==> src/rtl/fir_shift_add_pipe.sv <==
// Parametrised shift-coefficient FIR with valid/ready flow control, flush and run-time approximate adders.
// Optional build macro FIR_SAT_EN: saturate the accumulator to DW bits instead of wrapping.
module fir_shift_add_pipe #(
    parameter int unsigned            DW       = 16,
    parameter int unsigned            TAPS     = 5,
    parameter logic [4*TAPS-1:0]      SHIFTS   = 20'h12345,
    parameter int unsigned            APPROX_K = 8
) (
    input  logic          clk,
    input  logic          rst,
    input  logic          flush,
    input  logic          approx_en,
    input  logic          in_valid,
    output logic          in_ready,
    input  logic [DW-1:0] x,
    output logic          out_valid,
    input  logic          out_ready,
    output logic [DW-1:0] dataout
);

    localparam int unsigned AW = DW + 3;

    logic [DW-1:0] taps [TAPS];
    logic [DW-1:0] nxt  [TAPS];
    logic [AW-1:0] acc;
    logic [DW-1:0] result;
    logic          accept;

    // Low K bits see only the carry from the bit directly below; the upper part is exact.
    function automatic logic [AW-1:0] add_sel(input logic [AW-1:0] a,
                                              input logic [AW-1:0] b,
                                              input logic          apx);
        logic [AW-1:0] lo;
        logic          c;
        if (!apx || APPROX_K == 0) begin
            return a + b;
        end
        lo = '0;
        c  = 1'b0;
        for (int unsigned i = 0; i < APPROX_K; i++) begin
            lo[i] = a[i] ^ b[i] ^ c;
            c     = a[i] & b[i];
        end
        return (((a >> APPROX_K) + (b >> APPROX_K) + {{(AW-1){1'b0}}, c}) << APPROX_K) | lo;
    endfunction

    assign in_ready = !flush && (!out_valid || out_ready);
    assign accept   = in_valid && in_ready;

    always_comb begin
        nxt[0] = x;
        for (int unsigned i = 1; i < TAPS; i++) begin
            nxt[i] = taps[i-1];
        end
        acc = AW'(nxt[0] >> SHIFTS[3:0]);
        for (int unsigned i = 1; i < TAPS; i++) begin
            acc = add_sel(acc, AW'(nxt[i] >> SHIFTS[4*i +: 4]), approx_en);
        end
    end

`ifdef FIR_SAT_EN
    assign result = (acc[AW-1:DW] != '0) ? '1 : acc[DW-1:0];
`else
    logic [AW-DW-1:0] acc_hi_unused;
    assign acc_hi_unused = acc[AW-1:DW];
    assign result        = acc[DW-1:0];
`endif

    always_ff @(posedge clk or posedge rst) begin
        if (rst) begin
            for (int unsigned i = 0; i < TAPS; i++) begin
                taps[i] <= '0;
            end
            out_valid <= 1'b0;
            dataout   <= '0;
        end else if (flush) begin
            for (int unsigned i = 0; i < TAPS; i++) begin
                taps[i] <= '0;
            end
            out_valid <= 1'b0;
        end else if (accept) begin
            for (int unsigned i = 0; i < TAPS; i++) begin
                taps[i] <= nxt[i];
            end
            out_valid <= 1'b1;
            dataout   <= result;
        end else if (out_ready) begin
            out_valid <= 1'b0;
        end
    end

endmodule
==> config.mk <==
export PLATFORM = sky130hd
export DESIGN_NAME = fir_shift_add_pipe
export DESIGN_NICKNAME = d
export VERILOG_FILES = /design/src/rtl/fir_shift_add_pipe.sv
export SDC_FILE = /design/constraint.sdc
export NUM_CORES = 1
export LEC_CHECK = 0
export ABC_CLOCK_PERIOD_IN_PS = 7100
export BUFFER_PORTS_ARGS = -buffer_cell sky130_fd_sc_hd__buf_4
export CAP_MARGIN = 20
export CORE_MARGIN = 4
export CORE_UTILIZATION = 45
export DETAILED_ROUTE_END_ITERATION = 7
export GPL_TIMING_DRIVEN = 0
export PLACE_DENSITY = 0.63
export SYNTH_ARGS = -nofsm -noshare
export SYNTH_HDL_FRONTEND = slang
export SYNTH_SLANG_ARGS = --single-unit
==> constraint.sdc <==
create_clock -name clk -period 7.1 [get_ports clk]
set_input_delay 0.71 -clock clk [delete_from_list [all_inputs] [get_ports clk]]
set_output_delay 0.71 -clock clk [all_outputs]
set_load 0.02 [all_outputs]
==> run_results.csv, run 1 <==
group,metric,value,unit
pwr,clock_power_share,0.291,
timing,slew_headroom,0.521,
clock_network,holdBufCountCts,0,
global_route,grt_first_pass_wirelength,28500,um
timing,setup_viol,0,
floorplanning,dieArea,16100,sq um
setup_path,worst_ep_arrival_time,6.90,ns
setup_path,worstSetupPathType,"input pin to flip-flop",
drt,wl,17300,um
final_layout,layout_common_cells,"nand2_1 (126), dfrtp_1 (77), inv_1 (58)",
setup_path,startpoint_type,"input pin",
floorplanning,num_rows,43,
floorplanning,initial_core_util,0.459,
final_layout,drive_gt1_frac,0.108,
clock_network,ctsRootBufferMaster,"clkbuf_16",
synthesis,synth_seq_cells,77,
pwr,ir_worst_vdd,123,uV
clock_network,cts_sinks,77,
setup_path,critPathMaxStageDelay,0.49,ns
drt,ant_nets,0,
clock_network,ctsHtreeMaxLevel,3,
synthesis,avgSynthCellArea,8.79,sq um
synthesis,synth_area_leaders,"dfrtp_1 (30%), fa_1 (11%), ha_1 (11%)",
floorplanning,io_pins,40,
final_layout,n_fill_cell,1275,
drt,drt_pass1_iterations,4,
place,place_area,6890,sq um
timing,slew_viol_final,0,
drt,drcViolationCount,0,
global_route,grt_pass1_vias,5615,
clock_network,clockBufferDepth,2,
final_layout,areaGrowthSynthToFinish,12.9,%
floorplanning,die_w,127,um
synthesis,synth_top_area_cell,"dfrtp_1",
drt,wl_per_cell,18.1,um
global_route,grt_overflow_total,0,
final_layout,antenna_cells,0,
drt,vias_per_cell,5.57,
synthesis,ys_dominant_reg_cell,"dfrtp_1",
synthesis,ys_warn_count,0,
clock_network,cts_tree,"built",
setup_path,critPathBufInv,6,
global_route,grt_max_degree,69,
global_route,grt_use_total,0.227,
setup_path,crit_required,7.32,ns
floorplanning,core_area,13800,sq um
timing,setup_slack,0.420,ns
pwr,pwr-share-comb,0.377,
timing,period_minus_slack,6.68,ns
drt,via_count,5321,
hold_path,hold_path_class,"input pin to async pin",
pwr,leakage,0.00350,uW
synthesis,syn-cell-area,6350,sq um
outcome,status,"complete, no violations",
clock_network,clkSlewWorstSetupHoldPaths,0.06,ns
setup_path,critPathSlowestCell,"fa_1",
pwr,switching_share,0.374,
timing,finalClockSkew,0.00677,ns
pwr,power.total,1510,uW
drt,first_iter_violations,317,
place,place_ws,-0.0941,ns
synthesis,synth_edf_count,0,
timing,max_clock_freq,150,MHz
synthesis,syn-num-nets,836,
timing,min_period_over_period,0.941,
synthesis,syn_inst,722,
synthesis,yosysUniqueCellTypes,57,
global_route,antenna_found_initial,0,
final_layout,design_area,7170,sq um
floorplanning,dieHeight,127,um
pwr,powerDensity,211,nW/um^2
timing,rsz0062_at_grt,"false",
flow_run,drv_cap,0,
place,dpl.hpwl,13500,um
pwr,p_sw,565,uW
setup_path,path_delay_family,"adder cells",
final_layout,final_common_cell,"nand2_1",
setup_path,worst_setup_path_end_kind,"flip-flop",
synthesis,ys_async_sr_fraction,1.00,
timing,hold_violations,0,
place,gp_congestion,0.952,
timing,hold_ws,0.258,ns
place,portBuffers,38,
synthesis,ys_seq_area_frac,0.304,
final_layout,final_nets,886,
clock_network,cts_buffers,9,
synthesis,synth_top_area_frac,0.304,
timing,worstMarginPinSlew,0.718,ns
pwr,p_int,945,uW
setup_path,cp_max_fo,10,
clock_network,clk_latency,0.35,ns
pwr,p_seq_frac,0.332,
[worst paths after layout]
| kind | depth (start not counted) | startpoint | endpoint | slack, ns |
|---|---|---|---|---|
| setup / recovery | 26 | approx_en | dataout[14] | 0.42 |
| setup reg to reg | 25 | nxt[53] | dataout[14] | 0.75 |
| max in group asynchronous | 3 | rst | dataout[9] | 6.26 |
| hold / removal | 2 | rst | nxt[61] | 0.26 |
| min in group clk | 2 | nxt[51] | nxt[35] | 0.47 |
| hold reg to reg | 2 | nxt[51] | nxt[35] | 0.47 |
[sequential cells by signal (all words and copies together) (netlist names)]
register   flops
nxt           60
dataout       16
out_valid      1
[kinds of logic after synthesis]
group           share of synthesized area
simple gates                        0.188
flops                               0.304
fa+ha+maj                           0.224
mux                                0.0195
xor+xnor                           0.0483
compound gates                      0.158
buf+inv                            0.0585
[cell usage after synthesis (2+ instances only)]
library cell / count
a211o_1: 4
a211oi_1: 2
a211oi_2: 2
a21boi_0: 4
a21o_1: 7
a21oi_1: 25
a221oi_1: 2
a22oi_1: 2
a311o_1: 2
a31oi_1: 18
and2_1: 4
and3_1: 7
and3b_1: 2
and4_1: 3
buf_1: 5
buf_2: 12
clkbuf_1: 18
dfrtp_1: 77
fa_1: 36
ha_1: 56
inv_1: 59
mux2_2: 3
mux2i_1: 9
nand2_1: 126
nand2b_1: 7
nand3_1: 53
nand4_1: 5
nor2_1: 28
nor2b_1: 5
nor3_1: 6
nor3_2: 2
nor3b_1: 2
o2111ai_1: 2
o211ai_1: 2
o21a_1: 3
o21ai_0: 36
o21ai_1: 9
o31a_1: 2
o31ai_1: 23
o31ai_2: 2
xnor2_1: 10
xor2_1: 25
[per-stage QoR]
stage,std cells,setup TNS [ns],utilization
2_1_floorplan,722,0,-
3_3_place_gp,940,0,0.496
3_5_place_dp,941,-0.0941,0.498
4_1_cts,956,0,0.518
5_1_grt,956,0,0.518
6_report,956,0,0.518
[cell type report]
type                    count  area [sq um]  area share
flip-flops and latches     77          1930       0.269
multi-input cells         550          4060       0.567
plain buffers              35           146      0.0204
inverters                  60           228      0.0318
well taps                 180           225      0.0314
clock buffers              11           243      0.0339
clock inverters             4          25.0     0.00349
repair buffers             39           313      0.0436
[power by group through the flow]
stage                     combinational, uW  sequential, uW  clock, uW
final                                   569             502        439
after global placement                  549             509          0
after global routing                    639             507        465
after CTS                               569             503        446
after detailed placement                567             511          0
after floorplan                         372             536          0
[routing by layer]
metal / vias to the layer above / routed length, um / global-route usage
li1: 2593 / - / -
met1: 2569 / 7760 / 0.293
met2: 126 / 7980 / 0.372
met3: 33 / 939 / 0.0316
met4: 0 / 660 / 0.118
met5: - / 0 / 0
[repair_timing]
action                     in CTS  in global routing
setup endpoints to repair       0                  2
gates resized for setup         0                  3
hold endpoints to repair        0                  0
buffers inserted                0                  0
(Power assumes the default switching activity.)
==> run 2, diff against run 1 <==
--- a/config.mk
+++ b/config.mk
@@ -8,6 +8,7 @@
 export ABC_CLOCK_PERIOD_IN_PS = 7100
 export BUFFER_PORTS_ARGS = -buffer_cell sky130_fd_sc_hd__buf_4
 export CAP_MARGIN = 20
+export CORE_ASPECT_RATIO = 0.8
 export CORE_MARGIN = 4
 export CORE_UTILIZATION = 45
 export DETAILED_ROUTE_END_ITERATION = 7
==> run_results.csv, run 2 (same netlist as run 1, synthesis figures left out) <==
group,metric,value,unit
setup_path,rrSetupSlack,0.76,ns
floorplanning,dieArea,16100,sq um
drt,via_count,5310,
floorplanning,dieHeight,114,um
pwr,ir_worst_vdd,142,uV
setup_path,cp-endpoint,"dataout[14]",
final_layout,largest_register_ffs,60,
setup_path,crit_path_frequent_cell,"fa_1",
place,portBuffers,38,
setup_path,crit_required,7.32,ns
drt,ant_nets,0,
timing,period_minus_slack,6.58,ns
setup_path,worst_ep_arrival_time,6.80,ns
drt,drcViolationCount,0,
timing,setup_viol,0,
outcome,status,"complete, no violations",
clock_network,ctsRootBufferMaster,"clkbuf_16",
global_route,grt_use_total,0.216,
setup_path,worstSetupPathType,"input pin to flip-flop",
floorplanning,die_w,141,um
final_layout,design_area,7190,sq um
drt,wl,16600,um
pwr,clock_power_share,0.301,
setup_path,cp_max_fo,10,
final_layout,antenna_cells,0,
timing,max_clock_freq,152,MHz
timing,setup_slack,0.521,ns
pwr,pwr-share-comb,0.371,
floorplanning,io_pins,40,
clock_network,cts_tree,"built",
setup_path,r2r_start,"nxt[53]",
timing,hold_violations,0,
clock_network,clk_latency,0.35,ns
timing,finalSetupTns,0,ns
pwr,p_seq_frac,0.329,
drt,wl_per_cell,17.4,um
clock_network,clockBufferDepth,2,
timing,slew_headroom,0.536,
setup_path,timing.rr.end,"dataout[14]",
setup_path,critPathSlowestCell,"fa_1",
clock_network,ctsHtreeMaxLevel,3,
drt,vias_per_cell,5.55,
clock_network,holdBufCountCts,0,
setup_path,path_delay_family,"adder cells",
final_layout,final_nets,886,
final_layout,layout_common_cells,"nand2_1 (126), dfrtp_1 (77), inv_1 (58)",
pwr,leakage,0.00351,uW
setup_path,critPathMaxStageDelay,0.48,ns
pwr,p_sw,557,uW
flow_run,drv_cap,0,
clock_network,clkSlewWorstSetupHoldPaths,0.06,ns
timing,finalClockSkew,0.00709,ns
pwr,p_int,972,uW
clock_network,post-cts-setup-buffer-count,0,
timing,rsz0062_at_grt,"false",
pwr,powerDensity,213,nW/um^2
clock_network,cts_sinks,77,
global_route,grt_max_degree,69,
pwr,switching_share,0.364,
setup_path,critPathBufInv,6,
drt,first_iter_violations,206,
timing,worstMarginPinSlew,0.695,ns
place,place_area,6890,sq um
global_route,grt_first_pass_wirelength,27000,um
place,dpl.hpwl,13300,um
global_route,antenna_found_initial,1,
final_layout,areaGrowthSynthToFinish,13.2,%
final_layout,final_common_cell,"nand2_1",
hold_path,hold_path_class,"input pin to async pin",
setup_path,worst-r2r-cell-count,25,
setup_path,crit_cells,26,
drt,drt_pass1_iterations,5,
place,gp_congestion,0.919,
place,place_ws,0.0185,ns
timing,min_period_over_period,0.927,
floorplanning,initial_core_util,0.464,
timing,slew_viol_final,0,
clock_network,cts_resized,0,
setup_path,startpoint_type,"input pin",
global_route,grt_pass1_vias,5318,
floorplanning,num_rows,38,
clock_network,cts_buffers,9,
floorplanning,core_area,13700,sq um
setup_path,crit_path_start,"approx_en",
global_route,grt_overflow_total,0,
final_layout,drive_gt1_frac,0.108,
setup_path,worst_setup_path_end_kind,"flip-flop",
[run 2: area by class of cell]
| cell class | instances | area (sq um) |
|---|---|---|
| multi-input combinational | 550 | 4060 |
| sequential | 77 | 1930 |
| clock buffer | 10 | 229 |
| timing repair buffer | 39 | 313 |
| inverter | 60 | 228 |
| fill | 1274 | 6500 |
| clock inverter | 6 | 63.8 |
| buffer | 35 | 149 |
| tap | 180 | 225 |
[run 2: through the flow]
step	std cells	hold slack (ns)	total power, uW	util
CTS	957	0.252	1540	0.524
floorplan	722	0.438	909	-
detailed placement	941	0.456	1070	0.503
global placement	940	0.447	1060	0.501
global route	957	0.253	1640	0.525
finish	957	0.257	1530	0.525
[run 2: power groups by stage]
stage          sequential (uW)  combinational [uW]  clock [uW]
2_1_floorplan              536                 372           0
3_3_place_gp               509                 550           0
3_5_place_dp               511                 563           0
4_1_cts                    503                 567         472
5_1_grt                    507                 635         494
6_report                   502                 567         460
[run 2: per-layer routing]
layer	vias to the layer above	GRT usage	wire (um)
li1	2600	-	-
met1	2548	0.293	7830
met2	135	0.351	7500
met3	27	0.0468	861
met4	0	0.0626	435
met5	-	0	0
[run 2: worst min-delay path by stage]
stage,slack (ns),endpoint,cells after the start,start
after floorplan,0.44,nxt[17],2,nxt[33]
after global placement,0.45,nxt[35],2,nxt[51]
after detailed placement,0.46,nxt[34],2,nxt[50]
after CTS,0.25,nxt[59],2,rst
after global routing,0.25,nxt[59],2,rst
final,0.26,nxt[59],2,rst
